--- config.mk ---
export PLATFORM = sky130hd
export DESIGN_NAME = lpc_frame_arbiter_flat
export DESIGN_NICKNAME = d
export VERILOG_FILES = /design/src/rtl/lpc_frame_arbiter_if.sv /design/src/rtl/lpc_frame_arbiter.sv /design/src/flat_wrapper.sv
export SDC_FILE = /design/constraint.sdc
export NUM_CORES = 1
export LEC_CHECK = 0
export ABC_AREA = 1
export BUFFER_PORTS_ARGS = -buffer_cell sky130_fd_sc_hd__buf_4
export CAP_MARGIN = 20
export CORE_MARGIN = 10
export CORE_UTILIZATION = 51
export CTS_CLUSTER_DIAMETER = 40
export CTS_CLUSTER_SIZE = 16
export DETAILED_ROUTE_END_ITERATION = 10
export PLACE_DENSITY = 0.87
export SLEW_MARGIN = 20
export SYNTH_ARGS = -nofsm -noshare
export SYNTH_HDL_FRONTEND = slang
export SYNTH_SLANG_ARGS = --single-unit
--- constraint.sdc ---
create_clock -name ACLK -period 4.4 [get_ports ACLK]
set_input_delay 0.88 -clock ACLK [delete_from_list [all_inputs] [get_ports ACLK]]
set_output_delay 0.88 -clock ACLK [all_outputs]
set_load 0.01 [all_outputs]
--- src/rtl/lpc_frame_arbiter_if.sv ---
// Bundle of per-source AXI-Stream inputs, the merged encoder stream and grant/error status
// for lpc_frame_arbiter. The slave view is the arbiter; the master view is the surrounding system.
interface lpc_frame_arbiter_if #(
   parameter int N_CH   = 4,
   parameter int DATA_W = 16,
   parameter int ID_W   = 2
);
   logic [N_CH-1:0]        S_TVALID;
   logic [N_CH-1:0]        S_TREADY;
   logic [N_CH*DATA_W-1:0] S_TDATA;
   logic [N_CH-1:0]        S_TLAST;
   logic                   M_TVALID;
   logic                   M_TREADY;
   logic [DATA_W-1:0]      M_TDATA;
   logic                   M_TLAST;
   logic                   GRANT_VALID;
   logic [ID_W-1:0]        GRANT_ID;
   logic [N_CH-1:0]        ERR;
   logic [N_CH-1:0]        ERR_CLR;

   modport slave (
      input  S_TVALID, S_TDATA, S_TLAST, M_TREADY, ERR_CLR,
      output S_TREADY, M_TVALID, M_TDATA, M_TLAST, GRANT_VALID, GRANT_ID, ERR
   );

   modport master (
      output S_TVALID, S_TDATA, S_TLAST, M_TREADY, ERR_CLR,
      input  S_TREADY, M_TVALID, M_TDATA, M_TLAST, GRANT_VALID, GRANT_ID, ERR
   );
endinterface

--- src/rtl/lpc_frame_arbiter.sv ---
// Frame-granular round-robin arbiter: one source owns the encoder stream until TLAST,
// frames longer than MAX_FRAME are cut with a forced TLAST and their tail is drained.
module lpc_frame_arbiter #(
   parameter int N_CH      = 4,
   parameter int DATA_W    = 16,
   parameter int ID_W      = 2,
   parameter int MAX_FRAME = 160
) (
   input logic                ACLK,
   input logic                ARESET_N,
   lpc_frame_arbiter_if.slave bus
);
   typedef enum logic [1:0] {
      ST_IDLE = 2'd0,
      ST_PASS = 2'd1,
      ST_DROP = 2'd2
   } state_t;

   localparam logic [15:0] LAST_CNT = 16'(MAX_FRAME - 1);

   state_t            state_r;
   state_t            state_s;
   logic [ID_W-1:0]   ptr_r;
   logic [ID_W-1:0]   ptr_s;
   logic [ID_W-1:0]   grant_id_r;
   logic [ID_W-1:0]   grant_id_s;
   logic [ID_W-1:0]   pick_s;
   logic              grant_valid_r;
   logic              grant_valid_s;
   logic              found_s;
   logic [15:0]       cnt_r;
   logic [15:0]       cnt_s;
   logic [N_CH-1:0]   err_r;
   logic [N_CH-1:0]   err_s;
   logic [N_CH-1:0]   err_set_s;
   logic [N_CH-1:0]   grant_oh_s;
   logic              sel_valid_s;
   logic              sel_last_s;
   logic              beat_s;
   logic              at_limit_s;
   logic [DATA_W-1:0] sel_data_s;

   // One-hot of the granted channel and the stream it selects
   always_comb begin
      grant_oh_s = '0;
      sel_data_s = '0;
      for (int i = 0; i < N_CH; i++) begin
         grant_oh_s[i] = (grant_id_r == ID_W'(i));
         sel_data_s    = sel_data_s | (bus.S_TDATA[i*DATA_W +: DATA_W] & {DATA_W{grant_oh_s[i]}});
      end
      sel_valid_s = |(bus.S_TVALID & grant_oh_s);
      sel_last_s  = |(bus.S_TLAST & grant_oh_s);
   end

   // Round-robin pick: first requester scanning ptr+1, ptr+2, ... modulo N_CH
   always_comb begin
      found_s = 1'b0;
      pick_s  = '0;
      for (int k = 1; k <= N_CH; k++) begin
         for (int i = 0; i < N_CH; i++) begin
            if (!found_s && bus.S_TVALID[i] && (i == (int'(ptr_r) + k) % N_CH)) begin
               found_s = 1'b1;
               pick_s  = ID_W'(i);
            end else begin
               found_s = found_s;
            end
         end
      end
   end

   assign at_limit_s = (cnt_r == LAST_CNT);
   assign beat_s     = sel_valid_s & (((state_r == ST_PASS) & bus.M_TREADY) | (state_r == ST_DROP));

   // Next-state, grant bookkeeping and sticky error update
   always_comb begin
      state_s       = state_r;
      ptr_s         = ptr_r;
      grant_id_s    = grant_id_r;
      grant_valid_s = grant_valid_r;
      cnt_s         = cnt_r;
      err_set_s     = '0;
      case (state_r)
         ST_IDLE: begin
            if (found_s) begin
               state_s       = ST_PASS;
               grant_id_s    = pick_s;
               grant_valid_s = 1'b1;
               cnt_s         = 16'd0;
            end else begin
               state_s = ST_IDLE;
            end
         end
         ST_PASS: begin
            if (beat_s) begin
               cnt_s = cnt_r + 16'd1;
               if (sel_last_s) begin
                  state_s       = ST_IDLE;
                  ptr_s         = grant_id_r;
                  grant_valid_s = 1'b0;
               end else if (at_limit_s) begin
                  // Source TLAST on the limit beat takes the branch above: normal end, no error
                  err_set_s = grant_oh_s;
                  state_s   = ST_DROP;
               end else begin
                  state_s = ST_PASS;
               end
            end else begin
               state_s = ST_PASS;
            end
         end
         ST_DROP: begin
            if (beat_s && sel_last_s) begin
               state_s       = ST_IDLE;
               ptr_s         = grant_id_r;
               grant_valid_s = 1'b0;
            end else begin
               state_s = ST_DROP;
            end
         end
         default: begin
            state_s       = ST_IDLE;
            grant_valid_s = 1'b0;
         end
      endcase
      err_s = (err_r & ~bus.ERR_CLR) | err_set_s;
   end

   // State and status registers with synchronous active-low reset
   always_ff @(posedge ACLK) begin
      if (!ARESET_N) begin
         state_r       <= ST_IDLE;
         ptr_r         <= ID_W'(N_CH - 1);
         grant_id_r    <= '0;
         grant_valid_r <= 1'b0;
         cnt_r         <= 16'd0;
         err_r         <= '0;
      end else begin
         state_r       <= state_s;
         ptr_r         <= ptr_s;
         grant_id_r    <= grant_id_s;
         grant_valid_r <= grant_valid_s;
         cnt_r         <= cnt_s;
         err_r         <= err_s;
      end
   end

   // Zero-latency passthrough in PASS, sink-only in DROP, quiet in IDLE
   always_comb begin
      bus.M_TVALID = 1'b0;
      bus.M_TDATA  = '0;
      bus.M_TLAST  = 1'b0;
      bus.S_TREADY = '0;
      case (state_r)
         ST_PASS: begin
            bus.M_TVALID = sel_valid_s;
            bus.M_TDATA  = sel_data_s;
            bus.M_TLAST  = sel_last_s | at_limit_s;
            bus.S_TREADY = grant_oh_s & {N_CH{bus.M_TREADY}};
         end
         ST_DROP: begin
            bus.S_TREADY = grant_oh_s;
         end
         default: begin
            bus.S_TREADY = '0;
         end
      endcase
   end

   assign bus.GRANT_VALID = grant_valid_r;
   assign bus.GRANT_ID    = grant_id_r;
   assign bus.ERR         = err_r;
endmodule
--- src/flat_wrapper.sv ---
// flat-port wrapper written by rule: the top's interface ports become plain ports
module lpc_frame_arbiter_flat 
#(
   parameter int N_CH      = 4,
   parameter int DATA_W    = 16,
   parameter int ID_W      = 2,
   parameter int MAX_FRAME = 160
)
  (ACLK, ARESET_N, bus_S_TVALID, bus_S_TDATA, bus_S_TLAST, bus_M_TREADY, bus_ERR_CLR, bus_S_TREADY, bus_M_TVALID, bus_M_TDATA, bus_M_TLAST, bus_GRANT_VALID, bus_GRANT_ID, bus_ERR);
  lpc_frame_arbiter_if #(.N_CH(N_CH), .DATA_W(DATA_W), .ID_W(ID_W)) bus_i ();
  input logic ACLK;
  input logic ARESET_N;
  input wire logic [$bits(bus_i.S_TVALID)-1:0] bus_S_TVALID;
  input wire logic [$bits(bus_i.S_TDATA)-1:0] bus_S_TDATA;
  input wire logic [$bits(bus_i.S_TLAST)-1:0] bus_S_TLAST;
  input wire logic [$bits(bus_i.M_TREADY)-1:0] bus_M_TREADY;
  input wire logic [$bits(bus_i.ERR_CLR)-1:0] bus_ERR_CLR;
  output wire logic [$bits(bus_i.S_TREADY)-1:0] bus_S_TREADY;
  output wire logic [$bits(bus_i.M_TVALID)-1:0] bus_M_TVALID;
  output wire logic [$bits(bus_i.M_TDATA)-1:0] bus_M_TDATA;
  output wire logic [$bits(bus_i.M_TLAST)-1:0] bus_M_TLAST;
  output wire logic [$bits(bus_i.GRANT_VALID)-1:0] bus_GRANT_VALID;
  output wire logic [$bits(bus_i.GRANT_ID)-1:0] bus_GRANT_ID;
  output wire logic [$bits(bus_i.ERR)-1:0] bus_ERR;
  assign bus_i.S_TVALID = bus_S_TVALID;
  assign bus_i.S_TDATA = bus_S_TDATA;
  assign bus_i.S_TLAST = bus_S_TLAST;
  assign bus_i.M_TREADY = bus_M_TREADY;
  assign bus_i.ERR_CLR = bus_ERR_CLR;
  assign bus_S_TREADY = bus_i.S_TREADY;
  assign bus_M_TVALID = bus_i.M_TVALID;
  assign bus_M_TDATA = bus_i.M_TDATA;
  assign bus_M_TLAST = bus_i.M_TLAST;
  assign bus_GRANT_VALID = bus_i.GRANT_VALID;
  assign bus_GRANT_ID = bus_i.GRANT_ID;
  assign bus_ERR = bus_i.ERR;
  lpc_frame_arbiter #(.N_CH(N_CH), .DATA_W(DATA_W), .ID_W(ID_W), .MAX_FRAME(MAX_FRAME)) u_core (.ACLK(ACLK), .ARESET_N(ARESET_N), .bus(bus_i));
endmodule
==> metrics.cfg <==
[sta]
rsz0062_at_grt=false
setup-tns-final_ns=0
clock.fmax_mhz=325
hold_slack_ns=0.473
period_minus_slack_ns=3.07
fin_crit_sh_pct=69.9
timing_hold_violations_final=0
report.final.slew_viol_count=0
finalWorstSetupSlack_ns=1.33
final-setup-viol-count=0
slew_headroom_pct=43.6
clock_skew_ns=0.00463
worstMarginPinSlew_ns=0.845

[outcome]
status=completed

[logic_synthesis]
ys_seq_area_share_pct=23.7
netlist_top_cells_area=dfxtp_1 (24%), nand2_1 (19%), nor2_1 (7.4%)
syn_nets=454
synth.largest_area_cell=dfxtp_1
syn_avg_cell_area_sq_um=6.16
syn_area_sq_um=2280
synth-seq-cells=27
ys_types=36
synth-edff-count=0
ys.flop_type=dfxtp_1
yosysWarnings=0
synthArstFlopShare_pct=0
netlist_instances=370
synth_top_area_share_pct=23.7

[setup_path]
end_kind=output pin
arrival_ns=2.19
reg2reg_to=u_core.cnt_r[14]$_SDFFE_PN0P_
cpPeakStageDelay_ns=0.53
slowest_stage=nor2_1
startpoint_type=flop
cp.required_ns=3.52
crit_chain=inv_1, nor2_1, buf_4, a22o_1, nor2_1, a21oi_1, buf_4
crit_type=reg2out
reg2reg_depth=11
r2r_slack_ns=1.84
reg2reg_from=u_core.bus.GRANT_ID[0]$_SDFFE_PN0P_
cp_max_fo=10

[die]
io_pins=108
start_util_pct=52.4
dieArea_sq_um=7540
dieWidth_microns=86.9
fp.dieH_microns=86.9
core-area_sq_um=4350
rows=24

[clock_tree]
cts_buffer_depth=2
cts_tree=built
cts-resized-gates=0
cts_made_buffers=3
clkTransAtPathRegs_ns=0.09
insertion_delay_ns=0.27
clock-sinks=27
cts_setup_buffers=0
holdBufCountCts=0
clock-root-buffer=clkbuf_8
ctsHtreeMaxLevel=1

[placed_design]
globalplace.congestion=0.850
port_buffers=107
dp_slack_ns=1.56
place_area_sq_um=3120
dp.cells=520
dp_hpwl_mm=6.34

[power_and_ir_drop]
power_density_nw_per_um2=212
max-vdd-ir-drop_v=0.000162
leakage_nw=1.36
fin_total_pwr_mw=0.672

[detailed_routing]
drt-total-wl_mm=7.90
wl_per_cell_microns=15.1
drc=0
viasPerCell=5.49
drt_iter0_drc=169
drt-pass1-iter-count=5
vias=2876
final_antenna_net_count=0

[global_routing]
grt_usage_pct=20.1
grt_pass1_vias=2680
globalRoute.totalOverflow=0
grt_pass1_wl_mm=12.8
antenna_found_initial=0
grt_max_degree=29

[layout]
final_util_pct=72.7
fin_cells=524
layout_commonest_cell=nand2_1
nFillCells=362
area_growth_pct=38.8
drive_above_1_share_pct=28.2
antennaDiodeCount=0
final_cell_area_sq_um=3160
fin_nets=557
layout_common_cells=nand2_1 (118), buf_4 (111), nor2_1 (45), inv_1 (35), dfxtp_1 (27)

[worst_hold_path]
hold_depth=2
hp-start=u_core.bus.ERR[3]$_SDFF_PN0_
hp-class=reg2reg
min_to=u_core.bus.ERR[3]$_SDFF_PN0_

[flow_run]
drv_cap=0

[per-layer routing]
metal | GRT usage (%) | part of all wire (%) | vias to the layer above
li1 | - | - | 1445
met1 | 21.5 | 38 | 1306
met2 | 36.2 | 51 | 114
met3 | 8.05 | 9.8 | 11
met4 | 4.12 | 1.6 | 0
met5 | 0 | 0 | -
[cell families after synthesis]
kind of cell | count (synthesis) | share of synthesized area [%]
AO/OA/AOI/OAI | 55 | 16.9
XOR/XNOR | 11 | 4.23
adder cells (fa/ha/maj) | 5 | 2.74
buffers and inverters | 53 | 9.17
flip-flops | 27 | 23.7
AND/OR/NAND/NOR | 219 | 43.2
[report_power, final]
group	switching [mW]	total, mW	internal, mW
clock network	0.0750	0.140	0.0649
logic	0.152	0.275	0.123
registers	0.00777	0.258	0.250
total	0.235	0.672	0.438
[critical path: cells and delay by family (launching register included)]
family	cells	cell delay [ns]
simple gates	2	0.61
buf+inv	3	0.51
compound gates	2	0.34
flops	1	0.46
[synth_stat cells, types with 2 or more instances]
master,instances
o21ai_0,5
xnor2_1,3
nor2_1,45
dfxtp_1,27
clkbuf_1,9
nor2_2,2
a21oi_1,17
o22ai_1,2
nor3_1,6
nor3b_1,3
a22o_1,2
buf_2,2
a21oi_2,7
nand4_1,19
a41oi_1,16
xor2_1,8
inv_2,4
ha_1,5
nand3_4,2
nand2_1,118
nor4_1,6
nand3_1,12
inv_1,35
o211ai_1,2
o21a_1,2
[sequential cells by signal (all words and copies together) (netlist names)]
name	flops
u_core.bus.ERR	4
u_core.bus.GRANT_ID	2
u_core.state_r	2
u_core.ptr_r	2
u_core.cnt_r	16
u_core.bus.GRANT_VALID	1
[area by class of cell]
class	instances	area [sq um]	share of cell area [%]
Multi-Input combinational cell	290	1530	48.4
Timing Repair Buffer	111	833	26.3
Sequential cell	27	541	17.1
Inverter	40	150	4.74
Tap cell	52	65.1	2.06
Clock buffer	4	45.0	1.42
[worst max-delay path by stage]
stage | from | depth (start not counted) | slack [ns] | end
after global routing | u_core.bus.GRANT_ID[0]$_SDFFE_PN0P_ | 7 | 1.18 | bus_M_TLAST
after CTS | u_core.bus.GRANT_ID[0]$_SDFFE_PN0P_ | 7 | 1.34 | bus_M_TLAST
after detailed placement | bus_S_TVALID[2] | 14 | 1.56 | u_core.cnt_r[11]$_SDFFE_PN0P_
after global placement | bus_S_TVALID[2] | 14 | 1.66 | u_core.cnt_r[13]$_SDFFE_PN0P_
after floorplan | bus_S_TVALID[3] | 13 | 1.99 | u_core.cnt_r[2]$_SDFFE_PN0P_
final | u_core.bus.GRANT_ID[0]$_SDFFE_PN0P_ | 7 | 1.33 | bus_M_TLAST
Power figures use the tool's default switching activity.
